## src/rtl/dds_phase_accumulator_pkg.sv

```systemverilog
// Shared constants, FSM state type and state-selection helper for the DDS phase accumulator.
package dds_phase_accumulator_pkg;

    localparam int unsigned ROM_PHASE_BIT = 10;

    typedef enum logic [1:0] {
        ST_IDLE  = 2'd0,
        ST_RUN   = 2'd1,
        ST_SWEEP = 2'd2
    } dds_state_e;

    // State entered when a pending config is applied.
    function automatic dds_state_e apply_state(input logic ftw_zero, input logic sweep);
        if (ftw_zero) begin
            return ST_IDLE;
        end
        return sweep ? ST_SWEEP : ST_RUN;
    endfunction

endpackage

```

## src/rtl/dds_cfg_holder.sv

```systemverilog
// Pending-config register with valid/ready handshake; issues the apply strobe at a wrap or when idle.
module dds_cfg_holder
    import dds_phase_accumulator_pkg::*;
#(
    parameter int unsigned ACC_WIDTH = 32,
    parameter int unsigned PHASE_BIT = ROM_PHASE_BIT
) (
    input  logic                 clk,
    input  logic                 rst,
    input  logic                 i_en,
    input  logic                 i_carry,
    input  logic                 i_ftw_zero,
    input  logic                 cfg_valid,
    output logic                 cfg_ready,
    input  logic [ACC_WIDTH-1:0] cfg_ftw,
    input  logic [PHASE_BIT-1:0] cfg_poff,
    input  logic                 cfg_sweep,
    input  logic [ACC_WIDTH-1:0] cfg_step,
    input  logic [ACC_WIDTH-1:0] cfg_stop,
    output logic                 o_apply,
    output logic [ACC_WIDTH-1:0] o_ftw,
    output logic [PHASE_BIT-1:0] o_poff,
    output logic                 o_sweep,
    output logic [ACC_WIDTH-1:0] o_step,
    output logic [ACC_WIDTH-1:0] o_stop
);

    logic                 r_pending;
    logic [ACC_WIDTH-1:0] r_ftw;
    logic [PHASE_BIT-1:0] r_poff;
    logic                 r_sweep;
    logic [ACC_WIDTH-1:0] r_step;
    logic [ACC_WIDTH-1:0] r_stop;
    logic                 w_accept;

    assign cfg_ready = ~r_pending;
    assign w_accept  = cfg_valid & ~r_pending;
    // Capture and apply are mutually exclusive: capture needs an empty slot, apply a full one.
    assign o_apply   = r_pending & i_en & (i_carry | i_ftw_zero);

    always_ff @(posedge clk) begin
        if (rst) begin
            r_pending <= 1'b0;
            r_ftw     <= '0;
            r_poff    <= '0;
            r_sweep   <= 1'b0;
            r_step    <= '0;
            r_stop    <= '0;
        end else if (w_accept) begin
            r_pending <= 1'b1;
            r_ftw     <= cfg_ftw;
            r_poff    <= cfg_poff;
            r_sweep   <= cfg_sweep;
            r_step    <= cfg_step;
            r_stop    <= cfg_stop;
        end else if (o_apply) begin
            r_pending <= 1'b0;
        end
    end

    assign o_ftw   = r_ftw;
    assign o_poff  = r_poff;
    assign o_sweep = r_sweep;
    assign o_step  = r_step;
    assign o_stop  = r_stop;

endmodule

```

## src/rtl/dds_phase_accumulator.sv

```systemverilog
// DDS phase accumulator: truncated accumulator MSBs plus offset, phase-continuous retune and linear FTW sweep.
module dds_phase_accumulator
    import dds_phase_accumulator_pkg::*;
#(
    parameter int unsigned ACC_WIDTH = 32,
    parameter int unsigned PHASE_BIT = ROM_PHASE_BIT
) (
    input  logic                 clk,
    input  logic                 rst,
    input  logic                 en,
    input  logic                 cfg_valid,
    output logic                 cfg_ready,
    input  logic [ACC_WIDTH-1:0] cfg_ftw,
    input  logic [PHASE_BIT-1:0] cfg_poff,
    input  logic                 cfg_sweep,
    input  logic [ACC_WIDTH-1:0] cfg_step,
    input  logic [ACC_WIDTH-1:0] cfg_stop,
    output logic [PHASE_BIT-1:0] phase,
    output logic                 wrap,
    output logic                 sweep_done
);

    logic [ACC_WIDTH-1:0] r_acc;
    logic [ACC_WIDTH-1:0] r_ftw;
    logic [PHASE_BIT-1:0] r_poff;
    logic [ACC_WIDTH-1:0] r_step;
    logic [ACC_WIDTH-1:0] r_stop;
    logic [PHASE_BIT-1:0] r_phase;
    logic                 r_wrap;
    logic                 r_sweep_done;
    dds_state_e           r_state;

    logic [ACC_WIDTH:0]   w_acc_sum;
    logic [ACC_WIDTH-1:0] w_acc_next;
    logic                 w_carry;
    logic [PHASE_BIT-1:0] w_phase_next;
    logic [ACC_WIDTH:0]   w_sweep_sum;
    logic                 w_sweep_hit;
    logic                 w_ftw_zero;
    logic                 w_apply;
    logic [ACC_WIDTH-1:0] w_pend_ftw;
    logic [PHASE_BIT-1:0] w_pend_poff;
    logic                 w_pend_sweep;
    logic [ACC_WIDTH-1:0] w_pend_step;
    logic [ACC_WIDTH-1:0] w_pend_stop;

    dds_cfg_holder #(
        .ACC_WIDTH (ACC_WIDTH),
        .PHASE_BIT (PHASE_BIT)
    ) u_cfg_holder (
        .clk        (clk),
        .rst        (rst),
        .i_en       (en),
        .i_carry    (w_carry),
        .i_ftw_zero (w_ftw_zero),
        .cfg_valid  (cfg_valid),
        .cfg_ready  (cfg_ready),
        .cfg_ftw    (cfg_ftw),
        .cfg_poff   (cfg_poff),
        .cfg_sweep  (cfg_sweep),
        .cfg_step   (cfg_step),
        .cfg_stop   (cfg_stop),
        .o_apply    (w_apply),
        .o_ftw      (w_pend_ftw),
        .o_poff     (w_pend_poff),
        .o_sweep    (w_pend_sweep),
        .o_step     (w_pend_step),
        .o_stop     (w_pend_stop)
    );

    assign w_acc_sum    = {1'b0, r_acc} + {1'b0, r_ftw};
    assign w_carry      = w_acc_sum[ACC_WIDTH];
    assign w_acc_next   = w_acc_sum[ACC_WIDTH-1:0];
    assign w_phase_next = w_acc_next[ACC_WIDTH-1 -: PHASE_BIT] + r_poff;
    assign w_ftw_zero   = (r_ftw == '0);

    // Extra bit keeps ftw+step from wrapping before the clamp to stop.
    assign w_sweep_sum  = {1'b0, r_ftw} + {1'b0, r_step};
    assign w_sweep_hit  = (w_sweep_sum >= {1'b0, r_stop});

    always_ff @(posedge clk) begin
        if (rst) begin
            r_acc        <= '0;
            r_ftw        <= '0;
            r_poff       <= '0;
            r_step       <= '0;
            r_stop       <= '0;
            r_phase      <= '0;
            r_wrap       <= 1'b0;
            r_sweep_done <= 1'b0;
            r_state      <= ST_IDLE;
        end else if (en) begin
            r_acc        <= w_acc_next;
            r_phase      <= w_phase_next;
            r_wrap       <= w_carry;
            r_sweep_done <= 1'b0;
            // New config takes over from the next add; an apply on a wrap suppresses the sweep step.
            if (w_apply) begin
                r_ftw   <= w_pend_ftw;
                r_poff  <= w_pend_poff;
                r_step  <= w_pend_step;
                r_stop  <= w_pend_stop;
                r_state <= apply_state(w_pend_ftw == '0, w_pend_sweep);
            end else if (r_state == ST_SWEEP && w_carry) begin
                if (w_sweep_hit) begin
                    r_ftw        <= r_stop;
                    r_sweep_done <= 1'b1;
                    r_state      <= ST_RUN;
                end else begin
                    r_ftw <= w_sweep_sum[ACC_WIDTH-1:0];
                end
            end
        end else begin
            r_wrap       <= 1'b0;
            r_sweep_done <= 1'b0;
        end
    end

    assign phase      = r_phase;
    assign wrap       = r_wrap;
    assign sweep_done = r_sweep_done;

endmodule

```

## config.mk

```make
export PLATFORM = sky130hd
export DESIGN_NAME = dds_phase_accumulator
export DESIGN_NICKNAME = d
export VERILOG_FILES = /design/src/rtl/dds_phase_accumulator_pkg.sv /design/src/rtl/dds_cfg_holder.sv /design/src/rtl/dds_phase_accumulator.sv
export SDC_FILE = /design/constraint.sdc
export NUM_CORES = 1
export LEC_CHECK = 0
export BUFFER_PORTS_ARGS = -buffer_cell sky130_fd_sc_hd__buf_2
export CAP_MARGIN = 10
export CORE_MARGIN = 10
export CORE_UTILIZATION = 60
export CTS_BUF_LIST = sky130_fd_sc_hd__clkbuf_2
export DETAILED_ROUTE_END_ITERATION = 12
export GPL_TIMING_DRIVEN = 1
export HOLD_SLACK_MARGIN = 0.15
export PLACE_DENSITY = 0.77
export SYNTH_ARGS = -nofsm -noshare
export SYNTH_HDL_FRONTEND = slang
export SYNTH_HIERARCHICAL = 1
export SYNTH_SLANG_ARGS = --single-unit
```

## constraint.sdc

```tcl
create_clock -name clk -period 8.6 [get_ports clk]
set_input_delay 0.43 -clock clk [delete_from_list [all_inputs] [get_ports clk]]
set_output_delay 0.43 -clock clk [all_outputs]
set_load 0.1 [all_outputs]
```

[After elaboration in Yosys (flattened, before gate mapping)]
Cells that the tools add are included.
Storage, ports and cells
  register bits: 260
  input port bits: 111
  logic and storage cells: 54
  output and inout port bits: 13
Cells by class
  muxes and demuxes: 16
  bitwise logic cells: 7
  add/sub/neg operators: 3
  eq/ne operators: 1
  reduce and logical (&&, ||, !) cells: 11
  $lt $le $gt $ge: 1
Operators by type and width (number)
  32-bit two-way mux: 3
  32-bit by 32-bit adder with 33-bit output: 2
  32-bit zero test: 2
  33-bit by 32-bit greater-or-equal comparator with 1-bit output: 1
  2-bit two-way mux: 6
  10-bit adder: 1
  1-bit two-way mux: 7
  2-bit nonzero test: 3
  2-bit AND reduction: 2
  4-bit OR reduction: 1
  1-bit bitwise AND: 3
  1-bit NOT: 3
  3-bit AND reduction: 1
  2-bit equality test (second input constant): 1
  2-bit OR reduction: 1
  1-bit logical AND: 1
  1-bit bitwise OR: 1

[Longest topological paths before layout]
Gate-level depths: netlist of run 1.
  depth after elaboration: 8
  mapped depth: 23
  gate-level depth less buffers: 23

[Modules after synthesis]
Netlist of run 1, hierarchy kept.
By module, submodules not included
  dds_phase_accumulator: times used 1, area each 10593.9 µm², sequential area each 3042.9 µm², cells each 1323
  dds_cfg_holder: times used 1, area each 5048.6 µm², sequential area each 2162.1 µm², cells each 494

[Worst setup path after synthesis of run 1]
No wires, ideal clock.
  path type: reg2reg
  start: reg r_ftw[0]
  end: reg r_ftw[31]
  stages on the path, launching flop included: 21
  period minus slack after synthesis: 4.698 ns
  buffers on the path: 1
  arrival: 4.581 ns
  slack: 3.902 ns
  library setup time: 0.117 ns
  data required time: 8.483 ns
  cell sequence: dfxtp_1 -> ha_1 -> fa_1 -> a211oi_2 -> o21ai_1 -> a221oi_2 -> o2111a_2 -> o31a_4 -> nor2_1 -> or3_1 -> and2_1 -> ha_1 -> a211oi_1 -> o21ai_0 -> a2111oi_2 -> a31oi_1 -> or3_1 -> buf_2 -> nor2_8 -> mux2_2 -> a22o_1
Between the ends
  longest elaborated chain between the ends: 5
  elaborated cells on any way between the ends: 12
  classes of those cells: add/sub (2); order compare (1); mux (3); bitwise (2); reduce/logical (4)
Ends and longest elaborated chain
  from (decl): line dds_phase_accumulator.sv:24  | logic [ACC_WIDTH-1:0] r_ftw;
  from (signal assigned): line dds_phase_accumulator.sv:99  | r_ftw <= w_pend_ftw;
  from (signal assigned): line dds_phase_accumulator.sv:106  | r_ftw <= r_stop;
  from (signal assigned): line dds_phase_accumulator.sv:110  | r_ftw <= w_sweep_sum[ACC_WIDTH-1:0];
  32-bit by 32-bit adder with 33-bit output, or another cell as far along: line dds_phase_accumulator.sv:78  | assign w_sweep_sum = {1'b0, r_ftw} + {1'b0, r_step};
  33-bit by 32-bit greater-or-equal comparator with 1-bit output / 1-bit bitwise OR (equally long branches): line dds_phase_accumulator.sv:79, dds_cfg_holder.sv:39
  32-bit two-way mux / 1-bit bitwise AND (equally long branches): line dds_phase_accumulator.sv:105, dds_cfg_holder.sv:39
  32-bit two-way mux / 2-bit nonzero test (equally long branches)
  32-bit two-way mux / 2-bit AND reduction (equally long branches)
Several ways; a longest one is shown, not always the timed one. The select of a mux whose other input is x is not followed.
A chain may end at the register's enable or synchronous reset.

[Final worst setup path of run 1]
  start: reg r_ftw[0]
  end: reg r_ftw[2]
The elaborated chain is that of the path after synthesis.

==> flow_metrics.py, run 1 <==
metrics = {
    "yosys": {
        "synth_area_leaders": "dfxtp_1, ha_1, nand4bb_1",
        "synthDistinctLibCells": 89,
        "post-synth-top-area-cell": "dfxtp_1",
        "synthTopCellsByCount": "dfxtp_1, nand2_1, a21oi_1, nand2b_1, o21ai_0",
        "synth_edf_count": 0,
        "ys_warn_count": 6,
        "syn_nets": 2036,
        "synth.most_common_cell": "dfxtp_1",
        "synthArstFlopShare": 0,
        "synth-seq-cells": 260,
        "synth_top_area_frac": 0.333,
        "synth-seq-area-share": 0.333,
        "syn_area_per_cell_um2": 8.61,
        "ys.flop_type": "dfxtp_1",
        "syn_area_um2": 15600,
        "synth_cells": 1817,
    },
    "global_routing": {
        "grt_overflow": 0,
        "grt-busiest-layer": "met2",
        "antenna_found_initial": 2,
        "grt_use_met1": 0.346,
        "track_usage": 0.274,
        "grtUsageMet2": 0.451,
        "grt_max_degree": 153,
        "grt_pass1_vias": 14400,
        "use_met3": 0.0660,
        "grt_pass1_wl_um": 75100,
    },
    "sta": {
        "relSlewSlack": 0.200,
        "setup_tns_ns": 0,
        "min_period_ns": 5.87,
        "worst_hold_slack_ns": 0.244,
        "fin_crit_sh": 0.682,
        "fmax_mhz": 170,
        "tightest_slew_ns": 1.20,
        "finalSetupViolCount": 0,
        "maxSlewViolCount": 0,
        "finClkSkew_ns": 0.104,
        "grt_setup_unrepaired": "false",
        "hold_violations": 0,
    },
    "drt": {
        "ant_nets": 0,
        "drc": 0,
        "via_per_inst": 6.07,
        "firstDrtPassIters": 5,
        "num_vias": 14800,
        "routed_wl_um": 47200,
        "drt_iter0_markers": 1172,
        "wl_per_cell_um": 19.3,
    },
    "final_layout": {
        "syn2layout_area_growth_pct": 17.3,
        "nets": 2272,
        "multi_input_area_um2": 9570,
        "drive_gt1_frac": 0.149,
        "seq_area_um2": 5210,
        "final_util": 0.710,
        "num-fill-cells": 1999,
    },
    "worst_setup_path": {
        "crit_path_end_kind": "register",
        "crit_buf_inv": 1,
        "r2r_slack_ns": 2.73,
        "r2r_cells": 20,
        "critPathKind": "register to register",
        "crit_family": "compound AO/OA/AOI/OAI gates",
        "cp_cell_sequence": "ha_1 > fa_1 > a211oi_2 > o21ai_1 > a221oi_2 > o2111a_2 > o31a_4 > nor2_1 > or3_1 > and2_1 > ha_1 > a211oi_1 > o21ai_0 > a2111oi_2 > a31oi_1 > nor3_2 > buf_4 > nand2_1 > a211oi_1 > o221a_2",
        "reg2reg_to": "r_ftw[2]",
        "slowest_stage": "nor3_2",
        "critPathMaxStageDelay_ns": 0.74,
        "worst-path-max-fanout": 15,
        "arrival_ns": 6.63,
        "required_ns": 9.36,
        "rr_startpoint": "r_ftw[0]",
        "cp-start-kind": "register",
    },
    "cts": {
        "root_buffer": "clkbuf_2",
        "post_cts_resized": 0,
        "tritoncts": "done",
        "path_clk_slew_ns": 0.10,
        "cts_buffers": 71,
        "cts_setup_buffers": 0,
        "h-tree-depth": 3,
        "cts_sinks": 260,
        "clockBufferDepth": 3,
        "clk_latency_ns": 0.91,
    },
    "placement": {
        "dp_hpwl_um": 31000,
        "place_congestion": 0.974,
        "portBuffers": 123,
    },
    "pwr": {
        "ir_worst_vdd_mv": 0.104,
        "p_clk_frac": 0.351,
        "power_frac_comb": 0.149,
        "p_leak_nw": 7.35,
        "swShare": 0.316,
        "power_density_nw_per_um2": 139,
        "internal-power_w": 0.00174,
        "p_sw_w": 0.000805,
        "seqPwrFrac": 0.499,
    },
    "floorplanning": {
        "start_util": 0.605,
        "rows": 59,
        "io_pins": 124,
        "die_h_um": 181,
        "coreArea_um2": 25800,
        "die_x_um": 181,
        "die_area_um2": 32900,
    },
    "status": {
        "status": "complete, no violations",
    },
    "min_path": {
        "min_to": "r_stop[10]",
        "hp-class": "input port to register",
        "whs_path_depth": 2,
        "min_from": "rst",
    },
    "flow_run": {
        "cap_violations": 0,
    },
}
==> power groups by stage <==
stage,Sequential [W],Combinational [W],Clock [W]
global placement,0.00130,0.000309,0
CTS,0.00127,0.000364,0.000907
floorplan,0.00129,0.000239,0
finish,0.00127,0.000381,0.000896
global route,0.00128,0.000408,0.000981
detailed placement,0.00130,0.000314,0
==> flip-flops by register name, indices dropped and copies added (netlist names) <==
register	count
u_cfg_holder/o_ftw	32
u_cfg_holder/o_step	32
r_state	2
u_cfg_holder/o_sweep	1
r_acc	32
phase	10
r_ftw	32
sweep_done	1
r_poff	10
u_cfg_holder/o_stop	32
r_stop	32
wrap	1
u_cfg_holder/o_poff	10
r_step	32
u_cfg_holder/r_pending	1
==> cell type report <==
cell class / instances / area share
multi-input combinational: 1366 / 0.521
inverter: 66 / 0.0135
tap: 335 / 0.0228
clock inverter: 18 / 0.00573
timing repair buffer: 288 / 0.124
clock buffer: 106 / 0.0289
antenna: 2 / 0.000273
sequential: 260 / 0.284
==> worst max path at each step <==
stage	end	from	slack (ns)	depth (start not counted)
after CTS	r_ftw[2]	r_ftw[0]	2.84	20
after global placement	r_ftw[2]	r_ftw[0]	3.01	20
after detailed placement	r_ftw[18]	r_ftw[0]	2.91	20
after floorplan	r_ftw[31]	r_ftw[0]	3.90	20
after global routing	r_ftw[2]	r_ftw[0]	2.28	20
final	r_ftw[2]	r_ftw[0]	2.73	20
==> through the flow <==
stage | cell area, um2 | total power (W) | worst slack, ns | instances
floorplan | 15600 | 0.00153 | 3.90 | 1817
global placement | 16100 | 0.00161 | 3.01 | 2160
detailed placement | 16100 | 0.00161 | 2.91 | 2160
CTS | 18300 | 0.00254 | 2.84 | 2438
global route | 18400 | 0.00266 | 2.28 | 2441
finish | 18400 | 0.00255 | 2.73 | 2441
==> cell families after synthesis <==
group,count (synthesis),synth area share
XOR/XNOR,58,0.0325
flip-flops,260,0.333
AO/OA/AOI/OAI,484,0.207
multiplexers,36,0.0232
buffers and inverters,191,0.0557
adder cells (fa/ha/maj),108,0.0878
AND/OR/NAND/NOR,680,0.261
==> cell usage in the layout (no fill, tap or decap), types with 14 or more instances in the layout <==
cell           netlist  routed
nand2_1            203     202
clkbuf_2             6     106
nor4_1              18      18
o21ai_2             30      30
mux2i_1             34      34
dfxtp_1            260     259
nor3_1              24      24
xor2_1              19      19
xnor2_1             39      39
nand4bb_1          107     107
buf_2               15     121
nand4_1             14      14
nand2b_1           138     138
inv_1               64      64
nor2_1              78      78
a21oi_1            142     142
o211ai_1            28      28
ha_1               105     105
a211oi_1            16      16
dlygate4sd3_1        0     154
a32o_1              24      24
nand3_1             39      39
a21o_1              24      24
o21ai_0            113     113
==> what timing repair did <==
action	4_1_cts	5_1_grt
endpoints found under the hold margin	108	0
endpoints found under the setup margin	0	0
hold buffers	154	0
==> metal layers <==
layer / wire [um] / vias to the layer above
li1: - / 7112
met1: 19900 / 7000
met2: 22300 / 609
met3: 3860 / 97
met4: 1240 / 0
met5: 0 / -
No activity file was read; power rests on OpenSTA's default activity.
==> inputs of run 2 (changes only) <==
- CORE_UTILIZATION: 60 -> 57
- PLACE_DENSITY: 0.77 -> 0.76
- clock period: 8.6 -> 5.2 ns (I/O delays scaled with it)
==> flow_metrics.py, run 2 (synthesized netlist as in run 1, its figures left out) <==
metrics = {
    "status": {
        "status": "complete, no violations",
    },
    "pwr": {
        "ir_worst_vdd_mv": 0.165,
        "p_total_w": 0.00442,
        "power_density_nw_per_um2": 229,
        "p_leak_nw": 7.81,
    },
    "worst_setup_path": {
        "cp-start-kind": "register",
        "worst-path-max-fanout": 6,
        "crit_path_end_kind": "register",
        "required_ns": 6.01,
        "rr_startpoint": "r_ftw[1]",
        "reg2reg_to": "r_ftw[26]",
        "r2r_cells": 17,
        "critPathKind": "register to register",
        "arrival_ns": 5.83,
        "r2r_slack_ns": 0.18,
    },
    "flow_run": {
        "cap_violations": 0,
    },
    "placement": {
        "place_congestion": 1.03,
        "portBuffers": 123,
        "dp_hpwl_um": 32400,
        "dpl_cell_area_um2": 16400,
    },
    "drt": {
        "via_per_inst": 5.98,
        "firstDrtPassIters": 5,
        "ant_nets": 0,
        "num_vias": 15200,
        "wl_per_cell_um": 20.2,
        "drt_iter0_markers": 1289,
        "drc": 0,
        "routed_wl_um": 51500,
    },
    "global_routing": {
        "track_usage": 0.292,
        "grt_pass1_vias": 15000,
        "grt_max_degree": 131,
        "grt_pass1_wl_um": 80000,
        "antenna_found_initial": 4,
        "grt_overflow": 0,
    },
    "cts": {
        "root_buffer": "clkbuf_2",
        "cts_sinks": 260,
        "h-tree-depth": 3,
        "tritoncts": "done",
        "cts_buffers": 72,
        "clk_latency_ns": 0.93,
        "clockBufferDepth": 3,
        "path_clk_slew_ns": 0.12,
    },
    "sta": {
        "tightest_slew_ns": 1.06,
        "fin_crit_sh": 0.965,
        "min_period_ns": 5.02,
        "maxSlewViolCount": 0,
        "fmax_mhz": 199,
        "hold_violations": 0,
        "finalSetupViolCount": 0,
        "relSlewSlack": 0.295,
        "finClkSkew_ns": 0.113,
    },
    "min_path": {
        "min_from": "cfg_poff[5]",
        "min_to": "u_cfg_holder/o_poff[5]",
        "whs_path_depth": 4,
        "hp-class": "input port to register",
    },
    "floorplanning": {
        "start_util": 0.580,
        "io_pins": 124,
        "rows": 60,
        "coreArea_um2": 27000,
        "die_area_um2": 34500,
        "die_h_um": 186,
        "die_x_um": 186,
    },
    "final_layout": {
        "seq_area_um2": 5210,
        "design_area_um2": 19300,
        "final_cell_mix": "dfxtp_1, dlygate4sd3_1, nand2_1",
        "num-fill-cells": 2001,
        "drive_gt1_frac": 0.162,
        "nets": 2368,
        "multi_input_area_um2": 9610,
        "syn2layout_area_growth_pct": 23.6,
        "mostFrequentLayoutCell": "dfxtp_1",
    },
}
run 2: cell count changes in the layout (fill, tap and decap cells not counted), moves of 3 or more:
cell	change
buf_4	+36
buf_12	+3
dlygate4sd3_1	+57
clkbuf_2	-5
diode_2	+4
run 2: what timing repair did:
action	in CTS	in global routing
gates resized for setup	0	10
endpoints found under the setup margin	0	36
buffers inserted	0	7
hold buffers	211	0
endpoints found under the hold margin	153	0
run 2: power by group:
group	total (W)	switching (W)	internal (W)
combinational	0.000745	0.000392	0.000353
clock	0.00157	0.000931	0.000636
sequential	0.00210	0.0000488	0.00206
run 2: how the worst max path moves through the flow:
stage | from | endpoint | slack [ns]
after floorplan | r_ftw[0] | r_ftw[31] | 0.50
after global placement | r_ftw[0] | r_ftw[3] | 0.23
after detailed placement | r_ftw[0] | r_ftw[1] | 0.18
after CTS | r_ftw[0] | r_ftw[8] | 0.14
after global routing | r_ftw[1] | r_ftw[26] | -0.03
final | r_ftw[1] | r_ftw[26] | 0.18
run 2: metal layers:
metal | GRT usage | part of all wire
met1 | 0.367 | 0.42
met2 | 0.478 | 0.47
met3 | 0.0540 | 0.074
met4 | 0.132 | 0.039
met5 | 0 | 0
run 2: through the flow:
stage                     TNS (ns)  hold slack [ns]   util  setup slack [ns]  instances
after floorplan                  0            0.430      -             0.502       1817
after global placement           0            0.439  0.610             0.227       2198
after detailed placement         0            0.444  0.610             0.180       2198
after CTS                        0            0.150  0.713             0.140       2533
after global routing       -0.0405            0.165  0.717           -0.0324       2544
final                            0            0.161  0.717             0.180       2546
run 2: layout make-up:
type                    instances  share of cell area
multi-input cells            1366               0.497
clock inverters                23             0.00887
flip-flops and latches        260               0.269
inverters                      66              0.0128
repair buffers                383               0.163
diodes                          6            0.000777
well taps                     341              0.0221
clock buffers                 101              0.0262
run 2: worst max-delay path, stage by stage, from the launching register on:
cell	delay, ns
dfxtp_1	0.49
ha_1	0.30
a211oi_1	0.32
or3_2	0.20
a21boi_0	0.15
o21ai_0	0.28
nand2_1	0.15
o311ai_0	0.70
ha_1	0.23
nand4_1	0.10
nor3_1	0.41
nand2_1	0.12
o41ai_2	0.51
or3_4	0.27
nor2_8	0.07
buf_4	0.17
a211o_1	0.29
a32o_1	0.24
==> inputs of run 3 (changes only) <==
- CORE_UTILIZATION: 57 -> 56
- SYNTH_HIERARCHICAL: 1 -> not set
==> flow_metrics.py, run 3 <==
metrics = {
    "worst_setup_path": {
        "r2r_slack_ns": 0.20,
        "reg2reg_to": "r_ftw[18]",
        "critPathKind": "register to register",
        "cp-start-kind": "register",
        "arrival_ns": 5.75,
        "required_ns": 5.95,
        "crit_path_end_kind": "register",
        "worst-path-max-fanout": 6,
        "rr_startpoint": "r_ftw[0]",
        "r2r_cells": 22,
    },
    "floorplanning": {
        "rows": 57,
        "die_x_um": 178,
        "die_area_um2": 31600,
        "coreArea_um2": 24400,
        "die_h_um": 178,
        "io_pins": 124,
        "start_util": 0.571,
    },
    "yosys": {
        "ys.flop_type": "dfxtp_1",
        "post-synth-top-area-cell": "dfxtp_1",
        "synth_cells": 1754,
        "synthArstFlopShare": 0,
        "synth-seq-area-share": 0.373,
        "syn_nets": 1973,
        "synth.most_common_cell": "nand2_1",
        "ys_warn_count": 0,
        "synth_top_area_frac": 0.373,
        "syn_area_um2": 13900,
        "synth_area_leaders": "dfxtp_1, nand2_1, ha_1",
        "synth-seq-cells": 260,
        "synth_edf_count": 0,
        "syn_area_per_cell_um2": 7.95,
        "synthTopCellsByCount": "nand2_1, dfxtp_1, a21oi_1, ha_1, nor2_1",
        "synthDistinctLibCells": 73,
    },
    "drt": {
        "ant_nets": 0,
        "routed_wl_um": 44800,
        "via_per_inst": 5.82,
        "drc": 0,
        "firstDrtPassIters": 8,
        "num_vias": 14400,
        "drt_iter0_markers": 1287,
        "wl_per_cell_um": 18.2,
    },
    "pwr": {
        "ir_worst_vdd_mv": 0.184,
        "power_density_nw_per_um2": 272,
        "swShare": 0.349,
        "p_sw_w": 0.00168,
        "p_leak_nw": 7.58,
        "power_frac_comb": 0.266,
        "seqPwrFrac": 0.450,
        "p_clk_frac": 0.284,
        "internal-power_w": 0.00313,
    },
    "min_path": {
        "min_to": "u_cfg_holder.o_step[5]",
        "hp-class": "input port to register",
        "whs_path_depth": 4,
        "min_from": "cfg_step[5]",
    },
    "sta": {
        "finalSetupViolCount": 0,
        "relSlewSlack": 0.181,
        "fmax_mhz": 200,
        "tightest_slew_ns": 1.23,
        "min_period_ns": 5.00,
        "hold_violations": 0,
        "worst_hold_slack_ns": 0.203,
        "fin_crit_sh": 0.962,
        "finClkSkew_ns": 0.0879,
        "maxSlewViolCount": 0,
        "setup_tns_ns": 0,
    },
    "cts": {
        "h-tree-depth": 3,
        "cts_buffers": 68,
        "cts_sinks": 260,
        "clk_latency_ns": 0.88,
        "clockBufferDepth": 3,
        "root_buffer": "clkbuf_2",
        "tritoncts": "done",
        "path_clk_slew_ns": 0.10,
    },
    "placement": {
        "placedCellCount": 2123,
        "place_congestion": 0.947,
        "dp_hpwl_um": 27300,
        "portBuffers": 123,
        "dpl_cell_area_um2": 14700,
    },
    "status": {
        "status": "complete, no violations",
    },
    "global_routing": {
        "grt_pass1_wl_um": 71500,
        "grt_max_degree": 103,
        "grt_overflow": 0,
        "grt_pass1_vias": 14200,
        "antenna_found_initial": 6,
        "track_usage": 0.277,
    },
    "flow_run": {
        "cap_violations": 0,
    },
    "final_layout": {
        "final_cell_mix": "nand2_1, dfxtp_1, a21oi_1",
        "mostFrequentLayoutCell": "nand2_1",
        "syn2layout_area_growth_pct": 26.8,
        "final_util": 0.725,
        "stdcell_count": 2468,
        "nets": 2320,
        "design_area_um2": 17700,
        "drive_gt1_frac": 0.129,
    },
}
run 3: cell count changes in the layout (fill, tap and decap cells not counted), moves of 79 or more:
cell and change:
a21oi_1 +113, nand2_1 +210, nand2b_1 -129, nand4bb_1 -107, o21ai_0 -79
run 3: cell type report:
cell class	instances	area, um2
flip-flops and latches	260	5200
clock inverters	22	118
repair buffers	372	3080
clock buffers	85	425
multi-input cells	1347	8240
diodes	6	15.0
well taps	324	405
inverters	52	195
fillers	1869	6710
run 3: cell families after synthesis:
| family | share of synthesized area |
|---|---|
| xor+xnor | 0.0383 |
| fa+ha+maj | 0.0986 |
| compound gates | 0.221 |
| buf+inv | 0.0415 |
| simple gates | 0.192 |
| flops | 0.373 |
| mux | 0.0357 |
run 3: critical path: stages, from the launching register on:
cell	delay, ns
dfxtp_1	0.35
ha_1	0.24
fa_2	0.38
a211oi_2	0.22
nor2_2	0.10
o31ai_4	0.20
o211a_1	0.25
o31ai_1	0.09
a21o_1	0.21
a21o_1	0.17
a21oi_1	0.18
xnor2_1	0.17
ha_1	0.30
nand4_1	0.15
nor2_1	0.07
a2111oi_1	0.31
nor2_1	0.13
a2111oi_4	0.28
o221ai_4	0.24
buf_4	0.23
mux2i_2	0.17
a2111oi_2	0.38
a31o_1	0.14
run 3: repair_timing:
| action | in CTS | in global routing |
|---|---|---|
| setup buffers | 0 | 3 |
| hold endpoints to repair | 180 | 0 |
| hold buffers | 229 | 0 |
| endpoints found under the setup margin | 0 | 29 |
| gates resized for setup | 0 | 14 |
run 3: worst max path at each step:
stage | startpoint | to | slack (ns) | cells after the start
6_report | r_ftw[0] | r_ftw[18] | 0.20 | 22
5_1_grt | r_ftw[0] | r_ftw[18] | -0.009 | 22
4_1_cts | r_ftw[0] | r_ftw[20] | 0.11 | 21
3_5_place_dp | r_ftw[0] | r_ftw[20] | 0.15 | 21
3_3_place_gp | r_ftw[0] | r_ftw[20] | 0.30 | 21
2_1_floorplan | r_ftw[0] | r_ftw[15] | 0.60 | 21
run 3: power groups by stage:
stage | clock network, W | logic [W] | registers, W
2_1_floorplan | 0 | 0.000738 | 0.00219
3_3_place_gp | 0 | 0.000977 | 0.00220
3_5_place_dp | 0 | 0.000993 | 0.00220
4_1_cts | 0.00137 | 0.00114 | 0.00216
5_1_grt | 0.00148 | 0.00136 | 0.00217
6_report | 0.00137 | 0.00128 | 0.00216
run 3: stage by stage:
step	setup slack, ns	total power (W)
floorplan	0.604	0.00292
global placement	0.298	0.00318
detailed placement	0.148	0.00319
CTS	0.115	0.00467
global route	-0.00861	0.00502
finish	0.196	0.00481
run 3: layer usage:
layer,GRT usage,vias to the layer above,part of all wire
met3,0.0557,162,0.074
met4,0.127,0,0.040
met2,0.461,625,0.47
met1,0.338,6702,0.41
li1,-,6868,-
met5,0,-,0
